**src/rtl/alu_operand_sequencer.sv**
```systemverilog
// Operand sequencer for the combinational ALU.
// Loads A, B and a control byte from the user input bus, one byte per strobe
// rising edge. It then holds the ALU inputs stable for EXEC_CYCLES cycles and
// captures the result and flags. Finally it shows the result byte, then the
// flags byte, on the output bus.
module alu_operand_sequencer #(
   parameter int unsigned EXEC_CYCLES = 2  // legal range 1..15
) (
   input  logic       clk,
   input  logic       rst_n,
   input  logic       ena,
   input  logic [7:0] in_data,
   input  logic       in_strobe,
   input  logic [7:0] alu_result,
   input  logic       alu_zero,
   input  logic       alu_negative,
   input  logic       alu_carry,
   input  logic       alu_overflow,
   output logic [7:0] alu_a,
   output logic [7:0] alu_b,
   output logic [1:0] alu_shift,
   output logic [2:0] alu_ctrl,
   output logic [7:0] out_data,
   output logic       out_valid,
   output logic       busy
);

   typedef enum logic [2:0] {
      StLoadA,
      StLoadB,
      StLoadCtrl,
      StExec,
      StResult,
      StFlags
   } state_e;

   // Last counter value of EXEC. A 4-bit counter is enough for 1..15 cycles.
   localparam logic [3:0] LastCnt = 4'(EXEC_CYCLES - 1);

   state_e     r_state;
   logic       r_s1;
   logic       r_s2;
   logic       r_sd;
   logic [3:0] r_cnt;
   logic [3:0] r_flg;
   logic [7:0] r_a;
   logic [7:0] r_b;
   logic [1:0] r_shift;
   logic [2:0] r_ctrl;
   logic [7:0] r_out_data;
   logic       r_out_valid;
   logic       r_busy;
   logic       w_ev;

   // Rising edge of the synchronised strobe. A level held high gives one event.
   assign w_ev = r_s2 & ~r_sd;

   // Strobe synchroniser, load/exec/display FSM and registered outputs.
   // ena=0 freezes everything, including the synchroniser.
   always_ff @(posedge clk) begin
      if (!rst_n) begin
         r_state     <= StLoadA;
         r_s1        <= 1'b0;
         r_s2        <= 1'b0;
         r_sd        <= 1'b0;
         r_cnt       <= 4'd0;
         r_flg       <= 4'd0;
         r_a         <= 8'd0;
         r_b         <= 8'd0;
         r_shift     <= 2'd0;
         r_ctrl      <= 3'd0;
         r_out_data  <= 8'd0;
         r_out_valid <= 1'b0;
         r_busy      <= 1'b0;
      end else if (ena) begin
         r_s1 <= in_strobe;
         r_s2 <= r_s1;
         r_sd <= r_s2;
         unique case (r_state)
            StLoadA: begin
               if (w_ev) begin
                  r_a     <= in_data;
                  r_state <= StLoadB;
               end
            end
            StLoadB: begin
               if (w_ev) begin
                  r_b     <= in_data;
                  r_state <= StLoadCtrl;
               end
            end
            StLoadCtrl: begin
               if (w_ev) begin
                  r_ctrl  <= in_data[2:0];
                  r_shift <= in_data[4:3];
                  r_cnt   <= 4'd0;
                  r_busy  <= 1'b1;
                  r_state <= StExec;
               end
            end
            StExec: begin
               // Events are ignored here. The exit compare fires before the counter wraps.
               r_cnt <= r_cnt + 4'd1;
               if (r_cnt == LastCnt) begin
                  // out_data holds the captured result for the whole RESULT phase.
                  r_out_data  <= alu_result;
                  r_flg       <= {alu_zero, alu_negative, alu_carry, alu_overflow};
                  r_out_valid <= 1'b1;
                  r_busy      <= 1'b0;
                  r_state     <= StResult;
               end
            end
            StResult: begin
               if (w_ev) begin
                  r_out_data <= {4'b0000, r_flg};
                  r_state    <= StFlags;
               end
            end
            StFlags: begin
               // Operand registers keep their values until they are reloaded.
               if (w_ev) begin
                  r_out_data  <= 8'd0;
                  r_out_valid <= 1'b0;
                  r_state     <= StLoadA;
               end
            end
            default: begin
               r_state <= StLoadA;
            end
         endcase
      end
   end

   assign alu_a     = r_a;
   assign alu_b     = r_b;
   assign alu_shift = r_shift;
   assign alu_ctrl  = r_ctrl;
   assign out_data  = r_out_data;
   assign out_valid = r_out_valid;
   assign busy      = r_busy;

endmodule
```
**config.mk**
```make
export PLATFORM = sky130hd
export DESIGN_NAME = alu_operand_sequencer
export DESIGN_NICKNAME = d
export VERILOG_FILES = /design/src/rtl/alu_operand_sequencer.sv
export SDC_FILE = /design/constraint.sdc
export NUM_CORES = 1
export LEC_CHECK = 0
export ABC_AREA = 1
export BUFFER_PORTS_ARGS = -buffer_cell sky130_fd_sc_hd__buf_2
export CORE_UTILIZATION = 40
export DETAILED_ROUTE_END_ITERATION = 16
export PLACE_DENSITY = 0.64
export SETUP_SLACK_MARGIN = 0.3
export SKIP_LAST_GASP = 1
export SYNTH_ARGS = -nofsm -noshare
export SYNTH_HDL_FRONTEND = slang
export SYNTH_SLANG_ARGS = --single-unit
```
**constraint.sdc**
```tcl
create_clock -name clk -period 1.5 [get_ports clk]
set_input_delay 0.15 -clock clk [delete_from_list [all_inputs] [get_ports clk]]
set_output_delay 0.15 -clock clk [all_outputs]
set_load 0.01 [all_outputs]
```
==> run_summary.xml <==
<?xml version="1.0" encoding="UTF-8"?>
<metrics>
  <group name="place">
    <metric name="dp.cells" unit="">394</metric>
    <metric name="dpl.hpwl" unit="µm">3260</metric>
    <metric name="finalWeightedCongestion" unit="">0.881</metric>
    <metric name="numPortBuffers" unit="">54</metric>
  </group>
  <group name="floorplanning">
    <metric name="initial_core_util" unit="%">41.9</metric>
    <metric name="std_cell_rows" unit="">25</metric>
    <metric name="design.die.area" unit="mm²">0.00529</metric>
    <metric name="ios" unit="">55</metric>
    <metric name="coreArea" unit="mm²">0.00479</metric>
    <metric name="dieHeight" unit="µm">72.8</metric>
    <metric name="die_w" unit="µm">72.8</metric>
  </group>
  <group name="timing">
    <metric name="report.final.slew_viol_count" unit="">0</metric>
    <metric name="final_cycle_share" unit="%">85.5</metric>
    <metric name="slew-limit-headroom" unit="%">76.6</metric>
    <metric name="fin_worst_skew" unit="ns">0.00456</metric>
    <metric name="finalSetupViolations" unit="">0</metric>
    <metric name="worstMarginPinSlew" unit="ns">0.351</metric>
    <metric name="rsz0062_at_grt" unit="">true</metric>
    <metric name="timing.fmax" unit="GHz">0.779</metric>
    <metric name="finalHoldViolCount" unit="">0</metric>
    <metric name="totalNegativeSetupSlack" unit="ns">0</metric>
    <metric name="layout_min_cycle_time" unit="ns">1.28</metric>
  </group>
  <group name="pwr">
    <metric name="p_sw_share" unit="%">32.1</metric>
    <metric name="internal_cell_power" unit="mW">2.27</metric>
    <metric name="leakage" unit="nW">1.27</metric>
    <metric name="netSwitchingPower" unit="mW">1.07</metric>
    <metric name="clockPowerShare" unit="%">28.3</metric>
    <metric name="fin_total_pwr" unit="mW">3.34</metric>
    <metric name="peak_vdd_ir" unit="mV">0.573</metric>
    <metric name="power_density" unit="mW/mm²">1170</metric>
    <metric name="combPwrFrac" unit="%">31.3</metric>
    <metric name="power.sequential.fraction" unit="%">40.4</metric>
  </group>
  <group name="cells_and_area">
    <metric name="diodes" unit="">0</metric>
    <metric name="final_util" unit="%">59.4</metric>
    <metric name="finalNetCount" unit="">377</metric>
    <metric name="final_layout_size_suffix_gt1_share" unit="%">40.6</metric>
    <metric name="final_cell_count_no_fill" unit="">419</metric>
    <metric name="flow.area_growth_from_synthesis" unit="%">41.9</metric>
  </group>
  <group name="clock_tree">
    <metric name="cts_buffers" unit="">5</metric>
    <metric name="cts_tree" unit="">yes</metric>
    <metric name="cts_root_buffer" unit="">sky130_fd_sc_hd__clkbuf_8</metric>
    <metric name="clockBufferDepth" unit="">2</metric>
    <metric name="clock_latency_reported_for_the_late_side_of_the_worst_skew_pair" unit="ns">0.29</metric>
    <metric name="clkTransAtPathRegs" unit="ns">0.08</metric>
    <metric name="h_tree_levels" unit="">2</metric>
    <metric name="cts.sinks" unit="">45</metric>
  </group>
  <group name="routing">
    <metric name="final_antenna_net_count" unit="">0</metric>
    <metric name="routed_wl" unit="µm">5070</metric>
    <metric name="route.detailed.drc" unit="">0</metric>
    <metric name="drt-wirelength-per-cell" unit="µm">12.1</metric>
    <metric name="vias" unit="">2037</metric>
    <metric name="drt_pre_antenna_iters" unit="">4</metric>
    <metric name="dr.first_iter.drc_count" unit="">88</metric>
    <metric name="detail_route.vias_per_cell" unit="">4.86</metric>
  </group>
  <group name="setup_path">
    <metric name="critPathLaunchType" unit="">flip-flop</metric>
    <metric name="crit_path_max_fanout" unit="">5</metric>
    <metric name="cp-end-kind" unit="">flip-flop</metric>
    <metric name="worst_ep_required_time" unit="ns">1.73</metric>
    <metric name="timing.critical_path.arrival" unit="ns">1.51</metric>
    <metric name="setup.worst_path.class" unit="">reg -&gt; reg</metric>
    <metric name="r2r.worst_path.cells" unit="">9</metric>
  </group>
  <group name="yosys">
    <metric name="synth_warnings" unit="">0</metric>
    <metric name="synth_most_common_cell" unit="">sky130_fd_sc_hd__nor2_1</metric>
    <metric name="netlist-cell-type-count" unit="">25</metric>
    <metric name="synth.cell_area" unit="mm²">0.00200</metric>
    <metric name="postSynth.topFlopCell" unit="">sky130_fd_sc_hd__dfxtp_1</metric>
    <metric name="postSynthAreaPerCell" unit="µm²">7.26</metric>
    <metric name="synth-edff-count" unit="">0</metric>
    <metric name="synth_seq_cells" unit="">45</metric>
    <metric name="syn-num-nets" unit="">302</metric>
    <metric name="post_synth_inst_count" unit="">276</metric>
    <metric name="netlist_top_cells_count" unit="">75 x sky130_fd_sc_hd__nor2_1, 45 x sky130_fd_sc_hd__dfxtp_1, 39 x sky130_fd_sc_hd__nand2_1</metric>
    <metric name="synth.yosys.seq_area_share" unit="%">45.0</metric>
    <metric name="synth.top_cells.by_area" unit="">sky130_fd_sc_hd__dfxtp_1 45%, sky130_fd_sc_hd__nor2_1 14%, sky130_fd_sc_hd__o21ai_0 7.5%</metric>
    <metric name="synth_largest_type_area_fraction" unit="%">45.0</metric>
    <metric name="async_reset_ff_share" unit="%">0</metric>
    <metric name="synth_top_cell_by_area" unit="">sky130_fd_sc_hd__dfxtp_1</metric>
  </group>
  <group name="min_path">
    <metric name="holdCritPathClass" unit="">in -&gt; reg</metric>
    <metric name="timing.hold.worst_path_depth" unit="">3</metric>
  </group>
  <group name="global_routing">
    <metric name="vias_in_the_first_global_route" unit="">1782</metric>
    <metric name="grt_start_max_net_pins" unit="">39</metric>
    <metric name="grt_remaining_overflow" unit="">0</metric>
    <metric name="gr-usage-all-layers" unit="%">19.7</metric>
    <metric name="grt_pass1_wl" unit="µm">8050</metric>
    <metric name="antenna_found_initial" unit="">0</metric>
  </group>
  <group name="run_status">
    <metric name="outcome" unit="">finished clean</metric>
  </group>
  <group name="flow_run">
    <metric name="timing.max_cap.violations" unit="">0</metric>
  </group>
</metrics>
[kinds of logic (layout without fill, tap and decap cells)]
| logic type | Yosys count | after routing | share of synthesized area (%) |
|---|---|---|---|
| XOR/XNOR | 1 | 1 | 0.437 |
| flip-flops | 45 | 45 | 45.0 |
| adder cells (fa/ha/maj) | 2 | 2 | 1.25 |
| AND/OR/NAND/NOR | 153 | 155 | 34.4 |
| AO/OA/AOI/OAI | 48 | 48 | 12.1 |
| buffers and inverters | 27 | 101 | 6.87 |
[area by class of cell]
| class | count | area [µm²] |
|---|---|---|
| inverter | 18 | 90.1 |
| tap | 67 | 83.8 |
| clock inverter | 1 | 30.0 |
| timing repair buffer | 75 | 493 |
| multi-input combinational | 206 | 1150 |
| sequential | 45 | 913 |
| fill | 452 | 1940 |
| clock buffer | 7 | 86.3 |
[cells in the final DEF, fill, tap and decap left out, types with 6 or more instances in the layout]
cell                       synthesis  routed
sky130_fd_sc_hd__buf_4             2      12
sky130_fd_sc_hd__nand3_1          16       8
sky130_fd_sc_hd__dfxtp_1          45      39
sky130_fd_sc_hd__buf_2             0      54
sky130_fd_sc_hd__nor2_4            2       6
sky130_fd_sc_hd__buf_6             3       6
sky130_fd_sc_hd__a21oi_1          17      14
sky130_fd_sc_hd__clkbuf_8          0       6
sky130_fd_sc_hd__nand2_1          39      35
sky130_fd_sc_hd__inv_2             3       6
sky130_fd_sc_hd__nand2_2           4       6
sky130_fd_sc_hd__o21ai_0          30      23
sky130_fd_sc_hd__nor2_1           75      67
sky130_fd_sc_hd__nor2_2            4       8
sky130_fd_sc_hd__nand3_2           2       7
sky130_fd_sc_hd__inv_1            13       6
[power groups by stage]
stage | registers [mW] | logic, mW | clock network (mW)
floorplan | 1.38 | 0.511 | 0
global placement | 1.37 | 0.735 | 0
detailed placement | 1.37 | 0.740 | 0
CTS | 1.34 | 0.885 | 0.974
global route | 1.36 | 1.14 | 1.02
finish | 1.35 | 1.04 | 0.945
[metrics by stage]
| step | hold WS [ns] | worst slack (ns) | cell area (µm²) |
|---|---|---|---|
| floorplan | 0.285 | 0.303 | 2010 |
| global placement | 0.383 | 0.0680 | 2360 |
| detailed placement | 0.379 | 0.0501 | 2360 |
| CTS | 0.0650 | 0.206 | 2610 |
| global route | 0.0862 | 0.125 | 2840 |
| finish | 0.0743 | 0.217 | 2840 |
[final timing paths]
| check | start | end | slack (ns) |
|---|---|---|---|
| worst min register to register | alu_b[6] | alu_b[6] | 0.47 |
| worst max-delay path | r_state[2] | r_state[2] | 0.22 |
| worst min-delay path | in_strobe | r_s1 | 0.07 |
| worst max register to register | r_state[2] | r_state[2] | 0.22 |
[worst max-delay path: stages, from the launching register on]
cell	delay [ns]
sky130_fd_sc_hd__dfxtp_4	0.36
sky130_fd_sc_hd__buf_12	0.14
sky130_fd_sc_hd__nor2_4	0.18
sky130_fd_sc_hd__buf_6	0.14
sky130_fd_sc_hd__nand2_2	0.06
sky130_fd_sc_hd__nand2_2	0.09
sky130_fd_sc_hd__inv_2	0.06
sky130_fd_sc_hd__nand3_2	0.05
sky130_fd_sc_hd__nand2_1	0.05
sky130_fd_sc_hd__nor2_1	0.10
[flip-flops by register name, indices dropped and copies added, names as in the netlist]
| name | flops |
|---|---|
| alu_a | 8 |
| out_valid | 1 |
| r_s1 | 1 |
| r_sd | 1 |
| r_s2 | 1 |
| alu_ctrl | 3 |
| busy | 1 |
| r_state | 3 |
| r_flg | 4 |
| alu_b | 8 |
| alu_shift | 2 |
| r_cnt | 4 |
| out_data | 8 |
[what timing repair did]
action	4_1_cts	5_1_grt
gates cloned	1	2
setup buffers	8	6
endpoints found under the setup margin	42	42
hold buffers	0	0
gates resized for setup	23	50
pin swaps	11	22
[layer usage]
layer | global-route usage (%) | share of wire, % | up-vias
met5 | 0 | 0 | -
met4 | 7.19 | 1.5 | 0
met3 | 4.42 | 3.5 | 8
met2 | 33.5 | 49 | 46
met1 | 24.3 | 46 | 937
li1 | - | - | 1046
(Power assumes the default switching activity.)
